==> config.mk <==
export PLATFORM = sky130hd
export DESIGN_NAME = burst_initiator
export DESIGN_NICKNAME = d
export VERILOG_FILES = /design/src/rtl/addr_mod.sv /design/src/rtl/bt_top.sv /design/src/rtl/rd_latency_pipe.sv /design/src/rtl/burst_initiator.sv
export SDC_FILE = /design/constraint.sdc
export NUM_CORES = 1
export LEC_CHECK = 0
export CORE_AREA = 3 3 66 68
export CTS_CLUSTER_SIZE = 30
export DETAILED_ROUTE_END_ITERATION = 16
export DIE_AREA = 0 0 69 71
export GPL_ROUTABILITY_DRIVEN = 0
export GPL_TIMING_DRIVEN = 1
export PLACE_DENSITY = 0.94
export SYNTH_ARGS = -nofsm -noshare
export SYNTH_HDL_FRONTEND = slang
export SYNTH_SLANG_ARGS = --single-unit
==> constraint.sdc <==
create_clock -name clk -period 4.9 [get_ports clk]
set_clock_uncertainty 0.2 [all_clocks]
set_input_delay 0.735 -clock clk [delete_from_list [all_inputs] [get_ports clk]]
set_output_delay 0.735 -clock clk [all_outputs]
set_load 0.03 [all_outputs]
==> src/rtl/addr_mod.sv <==
// addr_mod: target addressing constants shared by initiator and target.
// Latency: n/a (constants only).
// Backpressure: n/a.
package addr_mod;

  // Address increment the target applies after each issued beat.
  localparam int STRIDE = 1;

endpackage

==> src/rtl/bt_top.sv <==
// bt_top: bus widths, address limit and burst FSM state type for burst_initiator.
// Latency: n/a (types and constants only).
// Backpressure: n/a.
package bt_top;

  localparam int ADDR_WIDTH = 8;
  localparam int DATA_WIDTH = 16;
  // Highest address a burst may touch; bursts running past it are rejected.
  localparam int ADDR_MAX   = 255;

  typedef enum logic [1:0] {
    IDLE     = 2'd0,
    WR_BURST = 2'd1,
    RD_BURST = 2'd2,
    RD_DRAIN = 2'd3
  } state_t;

endpackage

==> src/rtl/rd_latency_pipe.sv <==
// rd_latency_pipe: delays read-issue valid/last flags to line up with target read data.
// Latency: DEPTH cycles from issue to rdo_valid; data is the target rd_data passed through.
// Backpressure: none; every issued read yields exactly one output beat.
// Ports: clk/rstn; issue_vld/issue_last from the FSM; rd_data from target; rdo_* to requester.
module rd_latency_pipe #(
  parameter int DEPTH  = 1,
  parameter int DATA_W = 16
) (
  input  logic              clk,
  input  logic              rstn,
  input  logic              issue_vld,
  input  logic              issue_last,
  input  logic [DATA_W-1:0] rd_data,
  output logic              rdo_valid,
  output logic              rdo_last,
  output logic [DATA_W-1:0] rdo_data
);

  logic [DEPTH-1:0] vld_sr;
  logic [DEPTH-1:0] last_sr;

  always_ff @(posedge clk or negedge rstn) begin
    if (!rstn) begin
      vld_sr  <= '0;
      last_sr <= '0;
    end else begin
      vld_sr[0]  <= issue_vld;
      last_sr[0] <= issue_vld && issue_last;
      for (int i = 1; i < DEPTH; i++) begin
        vld_sr[i]  <= vld_sr[i-1];
        last_sr[i] <= last_sr[i-1];
      end
    end
  end

  assign rdo_valid = vld_sr[DEPTH-1];
  assign rdo_last  = last_sr[DEPTH-1];
  // Masking keeps rdo_data at zero between beats and through reset.
  assign rdo_data  = rdo_valid ? rd_data : '0;

endmodule

==> src/rtl/burst_initiator.sv <==
// burst_initiator: accepts read/write burst commands and drives a self-incrementing target.
// Latency: burst starts the cycle after accept; read beats return RD_LATENCY cycles after rden.
// Backpressure: cmd_ready only in IDLE; write stream stalls on wd_valid; read output has none.
// Ports: cmd_* command channel, wd_* write stream, rdo_* read stream, busy status,
//        burst_en/addr_top/wren/rden/wr_data/rd_data target side.
module burst_initiator
  import bt_top::*;
  import addr_mod::*;
#(
  parameter int MAX_LEN    = 16,
  parameter int RD_LATENCY = 1
) (
  input  logic                       clk,
  input  logic                       rstn,
  input  logic                       cmd_valid,
  output logic                       cmd_ready,
  input  logic                       cmd_write,
  input  logic [ADDR_WIDTH-1:0]      cmd_addr,
  input  logic [$clog2(MAX_LEN):0]   cmd_len,
  output logic                       cmd_err,
  input  logic                       wd_valid,
  output logic                       wd_ready,
  input  logic [DATA_WIDTH-1:0]      wd_data,
  output logic                       rdo_valid,
  output logic [DATA_WIDTH-1:0]      rdo_data,
  output logic                       rdo_last,
  output logic                       busy,
  output logic                       burst_en,
  output logic [ADDR_WIDTH-1:0]      addr_top,
  output logic                       wren,
  output logic                       rden,
  output logic [DATA_WIDTH-1:0]      wr_data,
  input  logic [DATA_WIDTH-1:0]      rd_data
);

  localparam int LEN_W = $clog2(MAX_LEN) + 1;
  // Wide enough that the end-address sum can never wrap.
  localparam int SUM_W = ADDR_WIDTH + LEN_W;

  state_t           state, state_nxt;
  logic [LEN_W-1:0] beat_cnt;
  logic [SUM_W-1:0] end_addr;
  logic             len_bad, addr_bad, cmd_ok, cmd_fire, last_beat;

  assign end_addr  = SUM_W'(cmd_addr) + SUM_W'(cmd_len - LEN_W'(1)) * SUM_W'(STRIDE);
  assign len_bad   = (cmd_len == '0) || (cmd_len > LEN_W'(MAX_LEN));
  assign addr_bad  = end_addr > SUM_W'(ADDR_MAX);
  assign cmd_ok    = !len_bad && !addr_bad;
  assign cmd_fire  = cmd_valid && cmd_ready;
  // Counter holds the beats still to issue, so 1 marks the final beat.
  assign last_beat = (beat_cnt == LEN_W'(1));

  always_ff @(posedge clk or negedge rstn) begin
    if (!rstn) state <= IDLE;
    else       state <= state_nxt;
  end

  always_comb begin
    state_nxt = state;
    case (state)
      IDLE:     if (cmd_fire && cmd_ok) state_nxt = cmd_write ? WR_BURST : RD_BURST;
      WR_BURST: if (wd_valid && last_beat) state_nxt = IDLE;
      RD_BURST: if (last_beat) state_nxt = RD_DRAIN;
      RD_DRAIN: if (rdo_last) state_nxt = IDLE;
      default:  state_nxt = IDLE;
    endcase
  end

  always_comb begin
    cmd_ready = 1'b0;
    busy      = 1'b1;
    burst_en  = 1'b1;
    wd_ready  = 1'b0;
    wren      = 1'b0;
    rden      = 1'b0;
    wr_data   = '0;
    case (state)
      IDLE: begin
        cmd_ready = 1'b1;
        busy      = 1'b0;
        burst_en  = 1'b0;
      end
      WR_BURST: begin
        wd_ready = 1'b1;
        wren     = wd_valid;
        wr_data  = wd_data;
      end
      RD_BURST: rden = 1'b1;
      default: ;
    endcase
  end

  always_ff @(posedge clk or negedge rstn) begin
    if (!rstn) begin
      beat_cnt <= '0;
      addr_top <= '0;
    end else if (cmd_fire && cmd_ok) begin
      beat_cnt <= cmd_len;
      addr_top <= cmd_addr;
    end else if (wren || rden) begin
      beat_cnt <= beat_cnt - LEN_W'(1);
    end
  end

  // Registered so a rejection shows as a clean one-cycle pulse after the handshake.
  always_ff @(posedge clk or negedge rstn) begin
    if (!rstn) cmd_err <= 1'b0;
    else       cmd_err <= cmd_fire && !cmd_ok;
  end

  rd_latency_pipe #(
    .DEPTH  (RD_LATENCY),
    .DATA_W (DATA_WIDTH)
  ) u_rd_pipe (
    .clk        (clk),
    .rstn       (rstn),
    .issue_vld  (rden),
    .issue_last (rden && last_beat),
    .rd_data    (rd_data),
    .rdo_valid  (rdo_valid),
    .rdo_last   (rdo_last),
    .rdo_data   (rdo_data)
  );

endmodule

; ---- Word-level counts from Yosys, hierarchy flattened
; Cells that the tools add are included.
[op_classes]
addsub = 3
order_cmp = 2
n_eq_ne = 8
n_mux = 15
reduce_logical = 16
[ops]
columns = operator, n
row1 = 2-to-1 mux 16 bit, 2
row2 = "> comparator 13 x 8 -> 1 bit, second input constant", 1
row3 = adder 9 x 6 -> 10 bit, 1
row4 = 2-to-1 mux 2 bit, 5
row5 = 2-to-1 mux 5 bit, 2
row6 = case mux 2 bit (4 select lines), 1
row7 = logical AND 1 bit, 7
row8 = "!= test 2 bit, second input constant", 3
row9 = "subtractor 5 x 1 -> 6 bit, second input constant", 1
row10 = "== test 5 x 1 -> 1 bit, second input constant", 1
row11 = "> comparator 5 bit, second input constant", 1
row12 = logical NOT 5 bit, 1
row13 = 2-to-1 mux 1 bit, 5
row14 = "subtractor 5 x 1 -> 5 bit, second input constant", 1
row15 = "== test 2 bit, second input constant", 2
row16 = AND reduction 4 bit, 1
row17 = logical NOT 1 bit, 3
row18 = "== test 2 x 1 -> 1 bit, second input constant", 1
row19 = logical NOT 2 bit, 1
row20 = logical OR 1 bit, 2
row21 = "!= test 2 x 1 -> 1 bit, second input constant", 1
row22 = nonzero test 2 bit, 1
[word_totals]
ff_bits = 18
in_bits = 50
out_inout_bits = 49
word_cells = 50

; ---- Depth between registers and ports, before layout
[depth]
depth_word = 8
ltp_mapped = 11
ltp_nobuf = 10

; ---- Cells and area by module
; A second synthesis with hierarchy kept.
[unflattened]
hier_cells = 150
area_unflattened_um2 = 1457.6
[by_module_without_submodules]
columns = module, n_inst, cells_per_inst, area_each_um2, seq_area_each_um2
row1 = burst_initiator, 1, 130, 1275.0, 400.4
row2 = rd_latency_pipe, 1, 20, 182.7, 50.0

; ---- Worst setup path before layout
; OpenSTA, ideal clock, no wires.
[synth_path]
path_type = input to register
startpoint = input port cmd_len[0]
endpoint = register addr_top[0]
arrival_ns = 2.671
required_ns = 4.575
setup_slack_ns = 1.904
cell_stages = 9
path_buffers = 1
path_cell_list = inv_1 > ha_1 > fa_1 > nor2b_1 > o2111ai_1 > a41oi_2 > o2111ai_4 > buf_8 > mux2_4
[synth_between]
elab_chain_len = 6
[synth_lines]
columns = element, line
row1 = from (decl), burst_initiator.sv:19  ; input logic [$clog2(MAX_LEN):0] cmd_len,
row2 = subtractor 5 x 1 -> 6 bit, burst_initiator.sv:45  ; assign end_addr = SUM_W'(cmd_addr) + SUM_W'(cmd_len - LEN_W'(1)) * SUM_W'(STRIDE);
row3 = adder 9 x 6 -> 10 bit, burst_initiator.sv:45
row4 = > comparator 13 x 8 -> 1 bit, burst_initiator.sv:47  ; assign addr_bad = end_addr > SUM_W'(ADDR_MAX);
row5 = logical NOT 1 bit, burst_initiator.sv:48  ; assign cmd_ok = !len_bad && !addr_bad;
row6 = logical AND 1 bit (*), burst_initiator.sv:48
row7 = logical AND 1 bit (*), burst_initiator.sv:97  ; end else if (cmd_fire && cmd_ok) begin
row8 = to (signal assigned), burst_initiator.sv:99  ; addr_top <= cmd_addr;
row9 = to (decl), burst_initiator.sv:29  ; output logic [ADDR_WIDTH-1:0] addr_top,
; Every way passes the cells marked *; elsewhere a longest branch is shown, timed or not.
; A chain may end at the register's enable or synchronous reset.

; ---- Final worst setup path
[layout_path]
startpoint = input port cmd_len[2]
endpoint = register addr_top[5]
; Same word-level chain as after synthesis.

==> flow_summary.toml <==
[setup_path]
timing.rr.start = "state[0]"
worst-endpoint-required_ns = 4.83
rrSetupSlack_ns = 2.54
cpMaxStageDelayCell = "or4_4"
cp-start-kind = "input port"
critPathTopFamily = "compound AO/OA/AOI/OAI gates"
cp-end-kind = "flop"
worst_r2r_path_depth = 5
path_cells = "clkdlybuf4s50_1 -> or4_4 -> nor2_2 -> ha_1 -> a211oi_1 -> a21o_1 -> o2111ai_4 -> mux2_2"
critPathMaxStageDelay_ns = 0.63
r2r-end = "beat_cnt[4]"
worstSetupPathType = "input port to flop"
setup.worst_path.start = "cmd_len[2]"
cp_max_fo = 15
crit_buf_inv = 1
cp.arrival_ns = 3.53

[cells_and_area]
n_fill_cell = 356
syn_to_final_growth_pct = 73.6
antenna_cells = 0
nets = 308
drive_gt1_frac = 0.0653

[drt]
drc = 0
post_drt_via_cell_ratio = 4.77
drtPass1Iterations = 4
vias = 1408
antenna_left = 0
post_drt_wl_per_cell_um = 14.4
drt-initial-drc-count = 23
finalWirelength_um = 4240

[clocking]
cts_buffer_depth = 2
clkTransAtPathRegs_ns = 0.06
post_cts_resize_count = 0
cts_max_level = 1
numCtsBuffers = 3
clockRootBuffer = "clkbuf_8"
cts_tree = "done"
clk_latency_ns = 0.25
cts_hold_buffers = 0
post_cts.repair.setup_buffers = 0
clock-sinks = 18

[synth]
synth_top_cells_by_area = "dfrtp_1, and2_1, ha_1"
yosysMostFrequentCell = "and2_1"
yosys.area.top_type = "dfrtp_1"
yosysSeqAreaShare = 0.315
synth.top_cell.area_share = 0.315
avgSynthCellArea_sq_um = 9.59
synth-main-ff-cell = "dfrtp_1"
ys_seq_elements = 18
synth_warnings = 0
synth_cell_type_count = 34
synth_edf_count = 0
synthCells = 149
synth_area_sq_um = 1430
synth_common_cells = "and2_1, dfrtp_1, nand2_1"
async_flop_share = 1.00
synth_nets = 210

[floorplan]
die_x_um = 69
core.rowCount = 23
io_pins = 99
core-area_sq_um = 3910
dieArea_sq_um = 4900
fp.dieH_um = 71
initial_utilization = 0.365

[power_and_ir_drop]
pwr_density_cell_nw_per_um2 = 465
switching_power_mw = 0.526
combinationalPowerShare = 0.666
fin_total_pwr_mw = 1.15
clock_power_share = 0.088
p_seq_frac = 0.247
peakVddDrop_v = 0.000241
p_leak_nw = 1.06
p_int_mw = 0.628
netSwitchingFraction = 0.456

[timing]
worst_pin_slew_ns = 0.979
rsz0062_at_grt = "no"
finalHoldViolations = 0
fin_crit_ns = 3.61
max_freq_mhz = 277
period_share = 0.736
finalSetupViolCount = 0
setup_tns_ns = 0
relSlewSlack = 0.346
drv_slew = 0

[placed_design]
hpwl_um = 3470
numPortBuffers = 98

[grt]
antenna_found_initial = 0
grtUsageTotal = 0.173
grt_first_pass_wirelength_um = 7040
grt-ovfl-total = 0
grt_max_degree = 21
grt_pass1_vias = 1409

[job]
maxCapViolations = 0

[status]
status = "completed"

[worst_hold_path]
min_delay_path_depth = 1
hp-class = "flop to flop"
holdPathEnd = "addr_top[6]"
min-delay-start = "addr_top[6]"
[flip-flops by register name, summed over array words and instances, names as in the netlist]
| signal | cells |
|---|---|
| addr_top | 8 |
| beat_cnt | 5 |
| state | 2 |
| cmd_err | 1 |
| u_rd_pipe.rdo_last | 1 |
| u_rd_pipe.rdo_valid | 1 |
[stage by stage]
| step | utilization | setup slack (ns) | hold WS (ns) | std cells | cell area, sq um |
|---|---|---|---|---|---|
| detailed placement | 0.623 | 1.03 | 0.293 | 292 | 2440 |
| floorplan | - | 1.90 | 0.239 | 149 | 1430 |
| finish | 0.634 | 1.29 | 0.304 | 295 | 2480 |
| CTS | 0.634 | 1.28 | 0.308 | 295 | 2480 |
| global route | 0.634 | 1.16 | 0.323 | 295 | 2480 |
| global placement | 0.623 | 1.13 | 0.291 | 292 | 2440 |
[logic make-up (layout without fill, tap and decap cells)]
logic type / after synthesis / in the layout / synth area share
multiplexers: 13 / 13 / 0.106
AND/OR/NAND/NOR: 62 / 62 / 0.246
adder cells (fa/ha/maj): 11 / 11 / 0.102
XOR/XNOR: 10 / 10 / 0.0613
buffers and inverters: 13 / 109 / 0.0447
AO/OA/AOI/OAI: 22 / 22 / 0.125
flip-flops: 18 / 18 / 0.315
[how the worst max path moves through the flow]
stage | end | cells past startpoint
final | addr_top[5] | 8
after global routing | addr_top[5] | 9
after CTS | addr_top[5] | 11
after detailed placement | addr_top[5] | 11
after global placement | addr_top[6] | 9
after floorplan | addr_top[0] | 9
[metal layers]
metal,global-route usage,part of all wire,up-vias
met4,0.0521,0.017,0
met1,0.215,0.40,652
met3,0.0256,0.048,10
met5,0,0,-
met2,0.309,0.53,54
li1,-,-,692
[area by class of cell]
cell class / instances / area (sq um) / area share
well taps: 50 / 62.6 / 0.0252
multi-input cells: 118 / 915 / 0.369
flip-flops and latches: 18 / 450 / 0.182
clock buffers: 3 / 41.3 / 0.0166
inverters: 8 / 30.0 / 0.0121
repair buffers: 98 / 981 / 0.396
[cell usage in the layout (no fill, tap or decap), drive strengths merged, types with 3 or more instances in the layout]
| cell | n |
|---|---|
| dfrtp | 18 |
| xor2 | 6 |
| nor2b | 3 |
| clkbuf | 3 |
| mux2 | 8 |
| nand2 | 12 |
| nor2 | 6 |
| and2 | 35 |
| o21ai | 8 |
| inv | 8 |
| a21oi | 3 |
| ha | 10 |
| xnor2 | 4 |
| mux2i | 5 |
| clkdlybuf4s50 | 98 |
[power groups by stage]
stage,sequential [mW],clock [mW],combinational (mW)
floorplan,0.350,0,0.399
global placement,0.283,0,0.749
detailed placement,0.287,0,0.769
CTS,0.286,0.103,0.775
global route,0.299,0.110,0.818
finish,0.285,0.101,0.768
(Power assumes the default switching activity.)
==> RTL edit 1, RTL diff (same settings) <==
`MAX_LEN`: 16 -> 32.
--- a/src/rtl/burst_initiator.sv
+++ b/src/rtl/burst_initiator.sv
@@ -9,3 +9,3 @@
 #(
-  parameter int MAX_LEN    = 16,
+  parameter int MAX_LEN    = 32,
   parameter int RD_LATENCY = 1
Interface: changed (resized cmd_len); port bits go from 99 to 100. No check against the original RTL was run, so the function may have changed too.
==> RTL edit 1 against the unedited design <==
Utilization increased by 2.4 points; clock power increased by 12%; worst hold slack got worse by 0.015 ns; final area increased by 3.7%; sequential share of layout area increased by 0.32 points; critical endpoint is now addr_top[7]; first-iteration DRC count decreased by 13%; largest power group unchanged; via count increased by 7.7%; count of clock-buffer cells in the layout unchanged; die area unchanged; setup slack got worse by 0.10 ns; power increased by 0.17%; sequential cell count increased by 1; area after synthesis increased by 5.4%; routed wire length increased by 3.5%.
==> RTL edit 1: results (changes against the unedited design) <==
{| class="wikitable"
! Metric !! Value
|-
| Slew at the pin closest to its max-slew limit || 0.864 ns (-0.115 ns)
|-
| Total Routed Length || 4.39 mm (+3.5%)
|-
| Number of fill cells in the layout || 322 (-9.6%)
|-
| GR Layer Usage met2 || 32.4% (+1.5 points)
|-
| Clock network contribution to total cell area || 1.80% (+0.13 points)
|-
| Placed cell area || 2530 um^2 (+3.6%)
|-
| Global router's overall resource usage || 17.9% (+0.60 points)
|-
| Most instantiated cells after synthesis || sky130_fd_sc_hd__and2_1 (34), sky130_fd_sc_hd__dfrtp_1 (19), sky130_fd_sc_hd__ha_1 (12)
|-
| Biggest fanout along the worst timing path || 13 (-2)
|-
| Synth Net Count || 223 (+6.2%)
|-
| Data arrival at the endpoint of the critical path || 3.66 ns (+0.13 ns)
|-
| Synth Area in XOR/XNOR || 4.07% (-2.1 points)
|-
| Seq area share || 18.5% (+0.32 points)
|-
| Largest cells by area after synthesis || sky130_fd_sc_hd__dfrtp_1 (32%), sky130_fd_sc_hd__and2_1 (14%), sky130_fd_sc_hd__ha_1 (10%), sky130_fd_sc_hd__mux2_4 (6.0%), sky130_fd_sc_hd__a21oi_1 (3.3%)
|-
| Maximum number of pins on one net before global-route repair || 20 (-4.8%)
|-
| Combinational cell fraction of total power || 64.7% (-1.9 points)
|-
| Met3 track demand over resource in global routing || 2.27% (-0.28 points)
|-
| Total leakage power || 1.12 nW (+5.3%)
|-
| Multi-input combinational cell count || 125 (+5.9%)
|-
| Cell Count Post-Placement || 302 (+3.4%)
|-
| DRT iter0 DRCs || 20 (-13%)
|-
| Number of non-clock buffers in the layout || 99 (+1.0%)
|-
| Largest registers in the final layout || addr_top x8, beat_cnt x6, state x2
|-
| Largest vdd supply drop || 0.000331 V (+37%)
|-
| Result of the run || finished, final reports clean
|-
| Area share of buffers outside the clock network || 38.5% (-1.0 points)
|-
| Met1 wire length || 1.85 mm (+7.6%)
|-
| Mean instance size in the synthesized netlist || 9.47 um^2 (-1.2%)
|-
| Vias/cell || 4.96 (+3.9%)
|-
| Sequential cells || 19 (+1)
|-
| First-pass DRT Iterations || 5 (+1)
|-
| Multi-input logic area || 963 um^2 (+5.3%)
|}
[RTL edit 1: path summary, 6_finish.rpt]
check / endpoint / slack, ns
worst max-delay path: addr_top[7] / 1.19
worst min-delay path: state[1] / 0.29
worst max register to register: addr_top[7] / 2.73
worst min register to register: state[1] / 0.29
max in group asynchronous: cmd_err / 3.21
min in group asynchronous: beat_cnt[1] / 0.76
[RTL edit 1: critical path, stage by stage]
cell                              delay (ns)
sky130_fd_sc_hd__clkdlybuf4s50_1        0.49
sky130_fd_sc_hd__nor3_1                 0.37
sky130_fd_sc_hd__and3_1                 0.23
sky130_fd_sc_hd__xor2_1                 0.16
sky130_fd_sc_hd__ha_1                   0.28
sky130_fd_sc_hd__a21oi_1                0.15
sky130_fd_sc_hd__nor3b_1                0.09
sky130_fd_sc_hd__nor4_4                 0.53
sky130_fd_sc_hd__nand2_4                0.26
sky130_fd_sc_hd__mux2_4                 0.36
==> RTL edit 2, RTL diff (same settings) <==
Made on the original files. Re-encode `state_t` (4 states) as one-hot, 4 bits wide.
--- a/src/rtl/bt_top.sv
+++ b/src/rtl/bt_top.sv
@@ -10,7 +10,7 @@
 
-  typedef enum logic [1:0] {
-    IDLE     = 2'd0,
-    WR_BURST = 2'd1,
-    RD_BURST = 2'd2,
-    RD_DRAIN = 2'd3
+  typedef enum logic [3:0] {
+    IDLE     = 4'b0001,
+    WR_BURST = 4'b0010,
+    RD_BURST = 4'b0100,
+    RD_DRAIN = 4'b1000
   } state_t;
Formal check against the unedited RTL: no difference found for any inputs over 10 cycles, from zero or initial values and one cycle with rstn low; not proved beyond that.
==> RTL edit 2 against the unedited design <==
Count of clock-buffer cells in the layout is the same; sequential power shrank 5%; sequential cell count grew 2; largest power group unchanged; clock power grew 65%; highest routed layer unchanged; final area grew 4.7%; routed wire length shrank 5.3%; area after synthesis grew 6.6%; critical path type unchanged; synthesized cell count grew 6.7%; setup slack lost 0.21 ns; power shrank 25%.
==> RTL edit 2: results (changes against the unedited design) <==
{| class="wikitable"
! Metric !! Value
|-
| Result of the run || finished, final reports clean
|-
| GR Layer Usage met2 || 29.0% (-1.9 points)
|-
| Post-synthesis instance total || 159 (+6.7%)
|-
| Routed WL per cell || 13.1 um (-8.7%)
|-
| Clock Sinks || 20 (+2)
|-
| DRT iter0 DRCs || 29 (+26%)
|-
| Total leakage power || 1.11 nW (+4.3%)
|-
| Cell Count Post-Placement || 302 (+3.4%)
|-
| Capture instance of the worst register-to-register path || addr_top[4]
|-
| Multi-input logic area || 936 um^2 (+2.3%)
|-
| Vias/cell || 4.77 (-0.10%)
|-
| Met1 usage || 20.9% (-0.63 points)
|-
| Slowest Stage Delay on Critical Path || 0.68 ns (+0.05 ns)
|-
| R2r setup slk || 2.31 ns (-0.23 ns)
|-
| Synth Net Count || 220 (+4.8%)
|-
| Multi-input combinational cell count || 122 (+3.4%)
|-
| Vias post-DR || 1459 (+3.6%)
|-
| Largest vdd supply drop || 0.000173 V (-28%)
|-
| First-pass GRT wire length || 6.83 mm (-2.9%)
|-
| Global router's overall resource usage || 16.6% (-0.67 points)
|-
| Slew at the pin closest to its max-slew limit || 1.24 ns (+0.259 ns)
|-
| Area share of buffers outside the clock network || 37.8% (-1.8 points)
|-
| Number of nets in the layout || 318 (+3.2%)
|-
| Classification of the worst-slack hold path || flop to flop
|-
| Worst flop-to-flop path startpoint || state[0]
|-
| Number of warnings reported in the yosys synthesis log || 0 (unchanged)
|-
| Start point of the worst min-delay path || addr_top[7]
|-
| Sequential-to-total area share from yosys stat || 32.9% (+1.4 points)
|-
| Clock network contribution to total cell area || 2.75% (+1.1 points)
|-
| Met2 wire length || 2.01 mm (-11%)
|-
| Number of fill cells in the layout || 321 (-9.8%)
|-
| Endpoint of the worst hold-timing path || addr_top[7]
|-
| Count of port buffers added during placement || 98 (unchanged)
|-
| Depth of the worst register-to-register path || 4 (-1)
|-
| Largest cells by area after synthesis || sky130_fd_sc_hd__dfrtp_1 (31%), sky130_fd_sc_hd__and2_1 (14%), sky130_fd_sc_hd__ha_1 (8.2%), sky130_fd_sc_hd__mux2_2 (4.4%), sky130_fd_sc_hd__xor2_1 (3.5%)
|-
| Met1 wire length || 1.71 mm (-0.52%)
|-
| CP max stage cell || sky130_fd_sc_hd__a311o_1
|-
| Biggest fanout along the worst timing path || 16 (+1)
|-
| Wire length on met3 || 258 um (+26%)
|-
| Most instantiated cells after synthesis || sky130_fd_sc_hd__and2_1 (34), sky130_fd_sc_hd__dfrtp_1 (19), sky130_fd_sc_hd__inv_1 (11)
|}
[RTL edit 2: cell count changes in the layout (fill, tap and decap cells not counted), moves of 2 or more]
cell                      before  now
sky130_fd_sc_hd__inv_1         8   11
sky130_fd_sc_hd__nand2_1      12    9
sky130_fd_sc_hd__a21o_1        2    0
sky130_fd_sc_hd__nor2_1        5    7
sky130_fd_sc_hd__o21a_1        0    2
[RTL edit 2: power by group]
part	leakage, nW	internal, mW	switching [mW]
registers	0.246	0.224	0.0484
clock network	0.0357	0.109	0.0582
logic	0.827	0.216	0.214
[RTL edit 2: logic make-up after synthesis]
logic type,share of synthesized area [%]
XOR/XNOR,5.75
AO/OA/AOI/OAI,9.12
AND/OR/NAND/NOR,26.0
adder cells (fa/ha/maj),9.53
flip-flops,33.0
buffers and inverters,6.00
multiplexers,10.7
[RTL edit 2: through the flow]
stage                     cell area [um^2]  setup slack, ns
after detailed placement              2530            0.830
after floorplan                       1520             1.48
final                                 2600             1.08
after global placement                2530            0.918
after global routing                  2600            0.945
after CTS                             2600             1.09
